### config.mk
export PLATFORM = sky130hd
export DESIGN_NAME = spawn_rng
export DESIGN_NICKNAME = d
export VERILOG_FILES = /design/src/rtl/spawn_rng_pkg.sv /design/src/rtl/spawn_rng_lfsr.sv /design/src/rtl/spawn_rng.sv
export SDC_FILE = /design/constraint.sdc
export NUM_CORES = 1
export LEC_CHECK = 0
export BUFFER_PORTS_ARGS = -buffer_cell sky130_fd_sc_hd__buf_2
export CAP_MARGIN = 20
export CORE_ASPECT_RATIO = 0.8
export CORE_UTILIZATION = 55
export CTS_CLUSTER_SIZE = 16
export DETAILED_ROUTE_END_ITERATION = 7
export PLACE_DENSITY = 0.79
export SYNTH_ARGS = -nofsm -noshare
export SYNTH_HDL_FRONTEND = slang
export SYNTH_SLANG_ARGS = --single-unit
### constraint.sdc
create_clock -name frame_clk -period 3.6 [get_ports frame_clk]
set_input_delay 0 -clock frame_clk [delete_from_list [all_inputs] [get_ports frame_clk]]
set_output_delay 0 -clock frame_clk [all_outputs]
set_load 0.005 [all_outputs]
### src/rtl/spawn_rng_pkg.sv
// spawn_rng_pkg: shared game encodings, LFSR constants and spawn FSM states
package spawn_rng_pkg;
  localparam logic [2:0] GS_TITLE = 3'd0;
  localparam logic [2:0] GS_READY = 3'd1;
  localparam logic [2:0] GS_PAUSE = 3'd2;
  localparam logic [2:0] GS_PLAY  = 3'd3;
  localparam logic [2:0] GS_OVER  = 3'd4;
  localparam logic [15:0] LFSR_TAPS   = 16'hB400;
  localparam logic [15:0] SEED_WHITEN = 16'hACE1;
  typedef enum logic [1:0] {S_IDLE, S_LOAD, S_WAIT, S_OFFER} spawn_state_e;
  function automatic logic [15:0] lfsr_next(input logic [15:0] v);
    return (v >> 1) ^ (v[0] ? LFSR_TAPS : 16'h0000);
  endfunction
  function automatic logic [1:0] lane_of(input logic [15:0] v);
    return v[15:14] == 2'd3 ? {1'b0, v[13]} : v[15:14];
  endfunction
endpackage

### src/rtl/spawn_rng_lfsr.sv
// galois_lfsr16: 16-bit Galois LFSR with synchronous load and step enable
module galois_lfsr16 import spawn_rng_pkg::*; (
  input  logic        clk,
  input  logic        rst,
  input  logic        load_i,
  input  logic [15:0] load_val_i,
  input  logic        step_i,
  output logic [15:0] state_o
);
  logic [15:0] state_q;
  // load wins over step; the register restarts from the whitening constant
  always_ff @(posedge clk or posedge rst)
    if (rst) state_q <= SEED_WHITEN;
    else if (load_i) state_q <= load_val_i;
    else if (step_i) state_q <= lfsr_next(state_q);
  assign state_o = state_q;
endmodule

### src/rtl/spawn_rng.sv
// spawn_rng: expands relife seeds into an LFSR and offers spawn events at random gaps
module spawn_rng import spawn_rng_pkg::*; #(
  parameter int         MIN_GAP    = 16,
  parameter int         GAP_W      = 5,
  parameter logic [2:0] PLAY_STATE = GS_PLAY
) (
  input  logic        frame_clk,
  input  logic        Reset,
  input  logic [1:0]  seed_1,
  input  logic [1:0]  seed_2,
  input  logic        relife,
  input  logic [2:0]  game_state,
  input  logic        rand_ready,
  output logic        rand_valid,
  output logic [1:0]  rand_lane,
  output logic [15:0] spawn_count,
  output logic [15:0] lfsr_state
);
  spawn_state_e state_q, state_d;
  logic        pend_q, pend_d, relife_q;
  logic [5:0]  gap_q, gap_d;
  logic [1:0]  lane_q, lane_d;
  logic [15:0] count_q, count_d, seed_val, load_val;
  logic        fall, play, lfsr_load, lfsr_step;
  function automatic logic [5:0] gap_of(input logic [15:0] v);
    return 6'(MIN_GAP) + 6'(v[GAP_W-1:0]);
  endfunction
  galois_lfsr16 u_lfsr (
    .clk(frame_clk), .rst(Reset), .load_i(lfsr_load), .load_val_i(load_val),
    .step_i(lfsr_step), .state_o(lfsr_state)
  );
  // state, pending-load flag, relife edge detector, gap counter, lane and event count
  always_ff @(posedge frame_clk or posedge Reset)
    if (Reset) begin
      state_q  <= S_IDLE;
      pend_q   <= 1'b1;
      relife_q <= 1'b0;
      gap_q    <= '0;
      lane_q   <= '0;
      count_q  <= '0;
    end else begin
      state_q  <= state_d;
      pend_q   <= pend_d;
      relife_q <= relife;
      gap_q    <= gap_d;
      lane_q   <= lane_d;
      count_q  <= count_d;
    end
  // next state; relife (level or falling edge) overrides everything and drops any offer
  always_comb begin
    fall      = relife_q & ~relife;
    play      = game_state == PLAY_STATE;
    seed_val  = {4{seed_2, seed_1}} ^ SEED_WHITEN;
    load_val  = seed_val == '0 ? 16'h0001 : seed_val;
    state_d   = state_q;
    pend_d    = pend_q | fall;
    gap_d     = gap_q;
    lane_d    = lane_q;
    count_d   = count_q;
    lfsr_load = 1'b0;
    lfsr_step = 1'b0;
    if (relife | fall) state_d = S_IDLE;
    else
      case (state_q)
        S_IDLE:
          if (pend_q) state_d = S_LOAD;
          else if (play) begin
            state_d = S_WAIT;
            gap_d   = gap_of(lfsr_state);
          end
        S_LOAD: begin
          lfsr_load = 1'b1;
          pend_d    = 1'b0;
          count_d   = '0;
          state_d   = S_IDLE;
        end
        S_WAIT:
          if (play) begin
            if (gap_q == '0) begin
              state_d = S_OFFER;
              lane_d  = lane_of(lfsr_state);
            end else gap_d = gap_q - 6'd1;
          end
        default:
          if (rand_ready) begin
            lfsr_step = 1'b1;
            count_d   = count_q + 16'd1;
            state_d   = S_WAIT;
            gap_d     = gap_of(lfsr_next(lfsr_state));
          end
      endcase
  end
  assign rand_valid  = state_q == S_OFFER;
  assign rand_lane   = lane_q;
  assign spawn_count = count_q;
endmodule
* Word-level counts from Yosys, hierarchy flattened *
Cells that the tools add are included.

word-level totals
  word-level logic and storage cells = 72
  register bits = 44

cells by class
  $add $sub $neg = 4
  reduce and logical (&&, ||, !) cells = 13
  mux-type cells = 27
  eq/ne operators = 12
  bitwise logic cells = 9

operators by type and width
  cell                   count
  $mux 16                5
  $pmux 16 s2            1
  $mux 6                 5
  $pmux 6 s3             1
  $add 16x1->16 const B  1
  $logic_not 16->1       1
  $xor 15x16->16         1
  $mux 2                 7
  $add 5x5->6 const A    2
  $ne 2x2->1 const B     4
  $not 8->8              1
  $reduce_and 4->1       2
  $mux 1                 7
  $reduce_and 7->1       1
  $eq 2x2->1 const B     3
  $logic_not 6->1        1
  $ne 3x3->1 const B     2
  $pmux 2 s3             1
  $sub 6x1->6 const B    1
  $reduce_bool 5->1      1
  $ne 4x4->1 const B     1
  $not 1->1              4
  $reduce_bool 2->1      2
  $eq 3x2->1 const B     1
  8 further kinds        9

* Longest topological paths before layout *
Gate-level depths: netlist of run 1.

  depth after elaboration = 6
  gate-level depth with buffers = 8
  mapped depth without buffers = 6

* By module *
Synthesis of run 1 repeated with hierarchy kept, for this count alone.

unflattened totals
  cell total of the unflattened synthesis = 270
  area, all modules = 2,536.2 µm²

modules (own cells, without submodules)
  module         cells each  area each (µm²)  times used
  spawn_rng      195         1,727.9          1
  galois_lfsr16  75          808.3            1

* Worst setup path before layout of run 1 *
Ideal clock, no wire load.

  path type = reg2reg
  start = register state_q[0]
  end = register count_q[13] (netlist: spawn_count[13])
  period minus slack after synthesis = 2.582 ns
  stages on the path, launching flop included = 9
  data arrival time = 2.504 ns
  setup slack = 1.018 ns
  library setup time = 0.078 ns
  required time = 3.522 ns
  path through = dfrtp_1 inv_1 ha_1 or4_1 buf_2 or3_1 buf_2 or4_1 a21oi_1

between the ends
  longest elaborated chain between the ends = 4

RTL lines
  element                                               line             source
  start: declaration                                    spawn_rng.sv:19  spawn_state_e state_q, state_d;
  start signal: assignment                              spawn_rng.sv:42  state_q <= state_d;
  $eq 2x2->1 / $logic_not 2->1 (equally long branches)  spawn_rng.sv:64  case (state_q)
  $reduce_or 2->1 (no source line)                      -
  $not 1->1 (no source line)                            -
  $reduce_and 3->1 (no source line)                     -
  end signal: assignment                                spawn_rng.sv:47  count_q <= count_d;
  end: declaration                                      spawn_rng.sv:23  logic [15:0] count_q, count_d, seed_val, load_val;

Several ways; a longest one is shown, not always the timed one.
A chain may end at the register's enable or synchronous reset.

* Worst setup path after layout of run 1 *
  start = register state_q[1]
  end = register count_q[13] (netlist: spawn_count[13])

Same word-level chain as after synthesis.

==> results_dict.tcl, run 1 <==
set metrics [dict create \
    grt_max_degree 45 \
    power_mw 1.80 \
    grt.total_usage 0.252 \
    seq_area_frac_synth 0.456 \
    layout-drive-gt1-share 0.221 \
    drt_pass1_iterations 5 \
    synth.most_common_cell "dfrtp_1" \
    rsz0062_at_grt "false" \
    holdBufCountCts 6 \
    place_ws_ns 0.680 \
    cts_tree "done" \
    diodes 0 \
    final_area_um2 2890 \
    critPathRequiredTime_ns 3.83 \
    critPathCaptureType "register" \
    finalWeightedCongestion 0.848 \
    syn_area_per_cell_um2 9.24 \
    slew_violations 0 \
    critPathLaunchType "register" \
    syn_nets 282 \
    drtIter0Drc 175 \
    antenna_found_initial 0 \
    htreeDepth 2 \
    numCtsBuffers 5 \
    fin_util 0.683 \
    synth_area_leaders "dfrtp_1, dfstp_2, nand2_1, ha_1, xnor2_1" \
    cts_resized 0 \
    wire_per_inst_um 15.1 \
    setup_viol 0 \
    crit_buf_inv 1 \
    ioPinCount 46 \
    arrival_ns 3.21 \
    criticalPathCategory "register to register" \
    cp_top_family "simple AND/OR/NAND/NOR gates" \
    async_flop_share 1.00 \
    relSlewSlack 0.349 \
    min_path_type "input pin to register" \
    drc 0 \
    cp_slowest_cell "or4_1" \
    die_area_um2 4710 \
    ys_ff_latch 44 \
    insertion_delay_ns 0.31 \
    fin_crit_ns 2.98 \
    finalNonFillerCells 369 \
    finalHoldViolations 0 \
    final_antenna_net_count 0 \
    die_h_um 61.6 \
    leakage_nw 1.27 \
    fin_worst_skew_ns 0.0126 \
    grt_pass1_vias 1905 \
    peakVddDrop_v 0.000415 \
    syn_area_um2 2440 \
    status "finished, final reports clean" \
    synth.top_cell.area_share 0.359 \
    overflow 0 \
    core_area_um2 4230 \
    grt_pass1_wl_um 9090 \
    cp_cell_sequence "inv_1, ha_1, or4_1, or3_1, or4_1, a21oi_1" \
    nets 329 \
    ys.flop_type "dfrtp_1" \
    synth_cells 264 \
    rows 21 \
    vias_per_cell 6.03 \
    via_count 2224 \
    holdWs_ns 0.226 \
    cts.clk_slew.worst_paths_ns 0.09 \
    routed_wl_um 5590 \
    yosysWarnings 0 \
    cts_root_buf "clkbuf_8" \
    chipWidth_um 76.4 \
    finalCritPeriodShare 0.828 \
    synth.distinct_cells 48 \
    synth_top_cell_by_area "dfrtp_1" \
    worst_slack_ns 0.618 \
    tns_ns 0 \
    power.density_nw_per_um2 624 \
    critPathMaxStageDelay_ns 0.72 \
    place_hpwl_um 3840 \
    tightest_slew_ns 0.975 \
    drv_cap 0 \
    dpl_cell_area_um2 2710 \
    numPlacedInstances 355 \
    clockBufferDepth 2 \
    cts_sinks 44 \
    area_delta_synth_final_pct 18.4 \
    crit_path_frequent_cell "or4_1" \
    synth_edf_count 0 \
    io_buffers 45 \
    post-cts-setup-buffer-count 0 \
    path_max_fanout 16 \
    start_util 0.576 \
    maxClockFrequency_mhz 335 \
    synthTopCellsByCount "dfrtp_1, nand2_1, nor2_1" \
]
-- cells by family after synthesis --
| logic type | Yosys count | synth area share |
|---|---|---|
| flip-flops | 44 | 0.456 |
| multiplexers | 9 | 0.0380 |
| adder cells (fa/ha/maj) | 7 | 0.0359 |
| AO/OA/AOI/OAI | 64 | 0.174 |
| XOR/XNOR | 9 | 0.0323 |
| buffers and inverters | 26 | 0.0416 |
| AND/OR/NAND/NOR | 105 | 0.222 |
-- worst reg2reg max path: cells and delay by family (launching register included) --
| family | cells | cell delay, ns |
|---|---|---|
| DFF | 1 | 0.45 |
| and+or+nand+nor | 3 | 1.81 |
| buffers and inverters | 1 | 0.12 |
| adders and majority gates | 1 | 0.36 |
| AOI/OAI and AO/OA | 1 | 0.17 |
-- sequential cells by signal, indices dropped and copies added (netlist names) --
register	count
pend_q	1
spawn_count	16
relife_q	1
gap_q	6
state_q	2
rand_lane	2
u_lfsr.state_o	16
-- area by class of cell --
| class | instances | area (um^2) |
|---|---|---|
| fill | 346 | 1340 |
| multi-input combinational | 194 | 1240 |
| sequential | 44 | 1110 |
| timing repair buffer | 53 | 300 |
| tap | 57 | 71.3 |
| clock buffer | 5 | 68.8 |
| inverter | 13 | 48.8 |
| clock inverter | 3 | 46.3 |
-- where the power goes --
part	total (mW)	switching, mW	internal, mW
registers	0.853	0.177	0.676
logic	0.554	0.272	0.282
clock network	0.396	0.187	0.209
-- cells in the final DEF, fill, tap and decap left out, types with 6 or more instances in the layout --
master          n
dfrtp_1        35
a21oi_1        11
dlygate4sd3_1   6
xnor2_1         9
o21ai_0        14
mux2i_1         7
a31oi_1         9
nand3_1        11
dfstp_2         9
o31ai_1         8
nand2_1        33
nor2_1         18
ha_1            7
or4_1           6
buf_2          45
inv_1          13
-- layer usage --
metal / vias up / track usage / wire length (um)
met1: 1085 / 0.369 / 2800
met4: 0 / 0.0852 / 61
met2: 78 / 0.377 / 2430
met3: 7 / 0.0533 / 299
met5: - / 0 / 0
li1: 1054 / - / -
-- path summary, 6_finish.rpt --
check                                   start                  to  slack (ns)  depth (start not counted)
max                                state_q[1]     spawn_count[13]        0.62                          6
min                             game_state[2]          state_q[0]        0.23                          4
max reg2reg                        state_q[1]     spawn_count[13]        0.62                          6
min reg2reg                u_lfsr.state_o[11]  u_lfsr.state_o[11]        0.51                          2
max in group asynchronous               Reset      spawn_count[4]        2.84                          4
min in group asynchronous               Reset        rand_lane[1]        0.38                          4
No activity file was read; power rests on OpenSTA's default activity.
==> inputs of run 2 (changes only) <==
--- a/config.mk
+++ b/config.mk
@@ -5,13 +5,14 @@
 export SDC_FILE = /design/constraint.sdc
 export NUM_CORES = 1
 export LEC_CHECK = 0
+export ABC_AREA = 1
 export BUFFER_PORTS_ARGS = -buffer_cell sky130_fd_sc_hd__buf_2
 export CAP_MARGIN = 20
 export CORE_ASPECT_RATIO = 0.8
-export CORE_UTILIZATION = 55
+export CORE_UTILIZATION = 56
 export CTS_CLUSTER_SIZE = 16
 export DETAILED_ROUTE_END_ITERATION = 7
-export PLACE_DENSITY = 0.79
+export PLACE_DENSITY = 0.8
 export SYNTH_ARGS = -nofsm -noshare
 export SYNTH_HDL_FRONTEND = slang
 export SYNTH_SLANG_ARGS = --single-unit
==> constraint.sdc (replaced) <==
create_clock -name frame_clk -period 3.1 [get_ports frame_clk]
set_input_delay 0 -clock frame_clk [delete_from_list [all_inputs] [get_ports frame_clk]]
set_output_delay 0 -clock frame_clk [all_outputs]
set_load 0.005 [all_outputs]
==> results_dict.tcl, run 2 <==
set metrics [dict create \
    status "finished, final reports clean" \
    ioPinCount 46 \
    post-cts-setup-buffer-count 0 \
    nets 417 \
    crit_cells 8 \
    area_delta_synth_final_pct 16.2 \
    min_path_type "input pin to register" \
    r2r_slack_ns 0.92 \
    grt_max_degree 45 \
    critPathMaxStageDelay_ns 0.53 \
    critPathRequiredTime_ns 3.32 \
    wire_per_inst_um 13.0 \
    routed_wl_um 5960 \
    cp_cell_sequence "inv_1, ha_1, nor2_4, nand2_1, nand3_2, nor2_2, nand2_1, o21ai_2" \
    p_switching_mw 1.21 \
    p_seq_frac 0.377 \
    io_buffers 45 \
    layout_commonest_cell "nand2_1" \
    ys_ff_latch 44 \
    p_clk_frac 0.165 \
    yosysWarnings 0 \
    holdWs_ns 0.0938 \
    ys.flop_type "dfrtp_1" \
    endpoint "gap_q[1]" \
    synth.most_common_cell "nand2_1" \
    insertion_delay_ns 0.29 \
    synth_area_leaders "dfrtp_1, nand2_1, dfstp_2, nor2_1, inv_1" \
    reg2regPathDepth 8 \
    place_hpwl_um 4360 \
    final_antenna_net_count 0 \
    syn_area_per_cell_um2 7.61 \
    finalCritPeriodShare 0.702 \
    crit_start "state_q[1]" \
    chipWidth_um 78.7 \
    arrival_ns 2.40 \
    synth.top_cell.area_share 0.333 \
    numCtsBuffers 5 \
    syn_nets 364 \
    synth_cells 346 \
    slew_violations 0 \
    holdBufCountCts 4 \
    via_count 2464 \
    critPathLaunchType "register" \
    r2r-start "state_q[1]" \
    synth.distinct_cells 31 \
    critPathCaptureType "register" \
    switching_share 0.429 \
    power.internal_mw 1.61 \
    tightest_slew_ns 0.646 \
    grt_pass1_vias 2247 \
    start_util 0.607 \
    drc 0 \
    fill_cells 366 \
    die_h_um 63.3 \
    path_max_fanout 11 \
    cp_slowest_cell "nor2_2" \
    maxClockFrequency_mhz 460 \
    fin_worst_skew_ns 0.00816 \
    tns_ns 0 \
    cts.clk_slew.worst_paths_ns 0.09 \
    cts_tree "done" \
    synth_edf_count 0 \
    drv_cap 0 \
    r2r-end "gap_q[1]" \
    synth_top_cell_by_area "dfrtp_1" \
    clockBufferDepth 2 \
    vias_per_cell 5.39 \
    cts_resized 0 \
    drtIter0Drc 196 \
    layout_common_cells "nand2_1, buf_2, nor2_1" \
    htreeDepth 2 \
    grt.total_usage 0.261 \
    finalWeightedCongestion 0.868 \
    criticalPathCategory "register to register" \
    cts_sinks 44 \
    rsz0062_at_grt "false" \
    antenna_found_initial 0 \
    cts_root_buf "clkbuf_8" \
    grt_pass1_wl_um 10300 \
    seq_area_frac_synth 0.423 \
    layout-drive-gt1-share 0.250 \
    rows 21 \
    setup_viol 0 \
    relSlewSlack 0.569 \
    finalHoldViolations 0 \
    async_flop_share 1.00 \
    fin_crit_ns 2.18 \
    diodes 0 \
    peakVddDrop_v 0.000502 \
    syn_area_um2 2630 \
    crit_buf_inv 1 \
    drt_pass1_iterations 5 \
    power_frac_comb 0.457 \
    overflow 0 \
    core_area_um2 4340 \
    leakage_nw 1.57 \
    crit_path_frequent_cell "nand2_1" \
    die_area_um2 4980 \
    cp_top_family "simple AND/OR/NAND/NOR gates" \
    synthTopCellsByCount "nand2_1, nor2_1, inv_1" \
    power.density_nw_per_um2 919 \
]
run 2: how the worst min path moves through the flow:
stage / startpoint / end / slack (ns) / cells past startpoint
6_report: seed_1[1] / u_lfsr.state_o[5] / 0.09 / 5
5_1_grt: seed_1[1] / u_lfsr.state_o[5] / 0.10 / 5
4_1_cts: seed_1[1] / u_lfsr.state_o[13] / 0.09 / 5
3_5_place_dp: Reset / spawn_count[15] / 0.17 / 3
3_3_place_gp: Reset / spawn_count[14] / 0.17 / 3
2_1_floorplan: relife / relife_q / 0.03 / 0
run 2: cells by family (layout without fill, tap and decap cells):
kind of cell,Yosys count,after routing,share of synthesized area
xor+xnor,1,1,0.00333
simple gates,188,188,0.330
compound gates,55,55,0.129
buf+inv,51,105,0.0817
fa+ha+maj,7,7,0.0333
flops,44,44,0.423
run 2: through the flow:
step | cell area [um^2] | cells | util | setup slack [ns] | total power, mW
final | 3060 | 457 | 0.706 | 0.925 | 2.81
after global routing | 3060 | 457 | 0.706 | 0.764 | 3.04
after CTS | 3060 | 457 | 0.706 | 0.910 | 2.81
after detailed placement | 2900 | 445 | 0.668 | 0.957 | 2.33
after global placement | 2900 | 445 | 0.668 | 1.06 | 2.31
after floorplan | 2630 | 346 | - | 1.49 | 1.97
run 2: worst min-delay path: cells and delay by family:
kind                   cells  cell delay (ns)
AND/OR/NAND/NOR            2             0.17
AO/OA/AOI/OAI              1             0.06
buffers and inverters      2             0.15
run 2: layout make-up:
type,count,area [um^2],share of cell area
Clock buffer,6,82.6,0.0270
Tap cell,57,71.3,0.0233
Clock inverter,2,38.8,0.0127
Sequential cell,44,1110,0.364
Multi-Input combinational cell,251,1310,0.427
Timing Repair Buffer,50,273,0.0892
Inverter,47,176,0.0577
run 2: power groups by stage:
stage | clock [mW] | combinational [mW] | sequential, mW
2_1_floorplan | 0 | 0.928 | 1.04
3_3_place_gp | 0 | 1.24 | 1.06
3_5_place_dp | 0 | 1.27 | 1.06
4_1_cts | 0.472 | 1.28 | 1.06
5_1_grt | 0.497 | 1.45 | 1.10
6_report | 0.465 | 1.29 | 1.06
run 2: layer usage:
metal,global-route usage,share of wire,vias to the layer above
met4,0.0579,0.0089,0
met3,0.0594,0.058,6
met1,0.379,0.49,1158
met2,0.397,0.44,83
met5,0,0,-
li1,-,-,1217
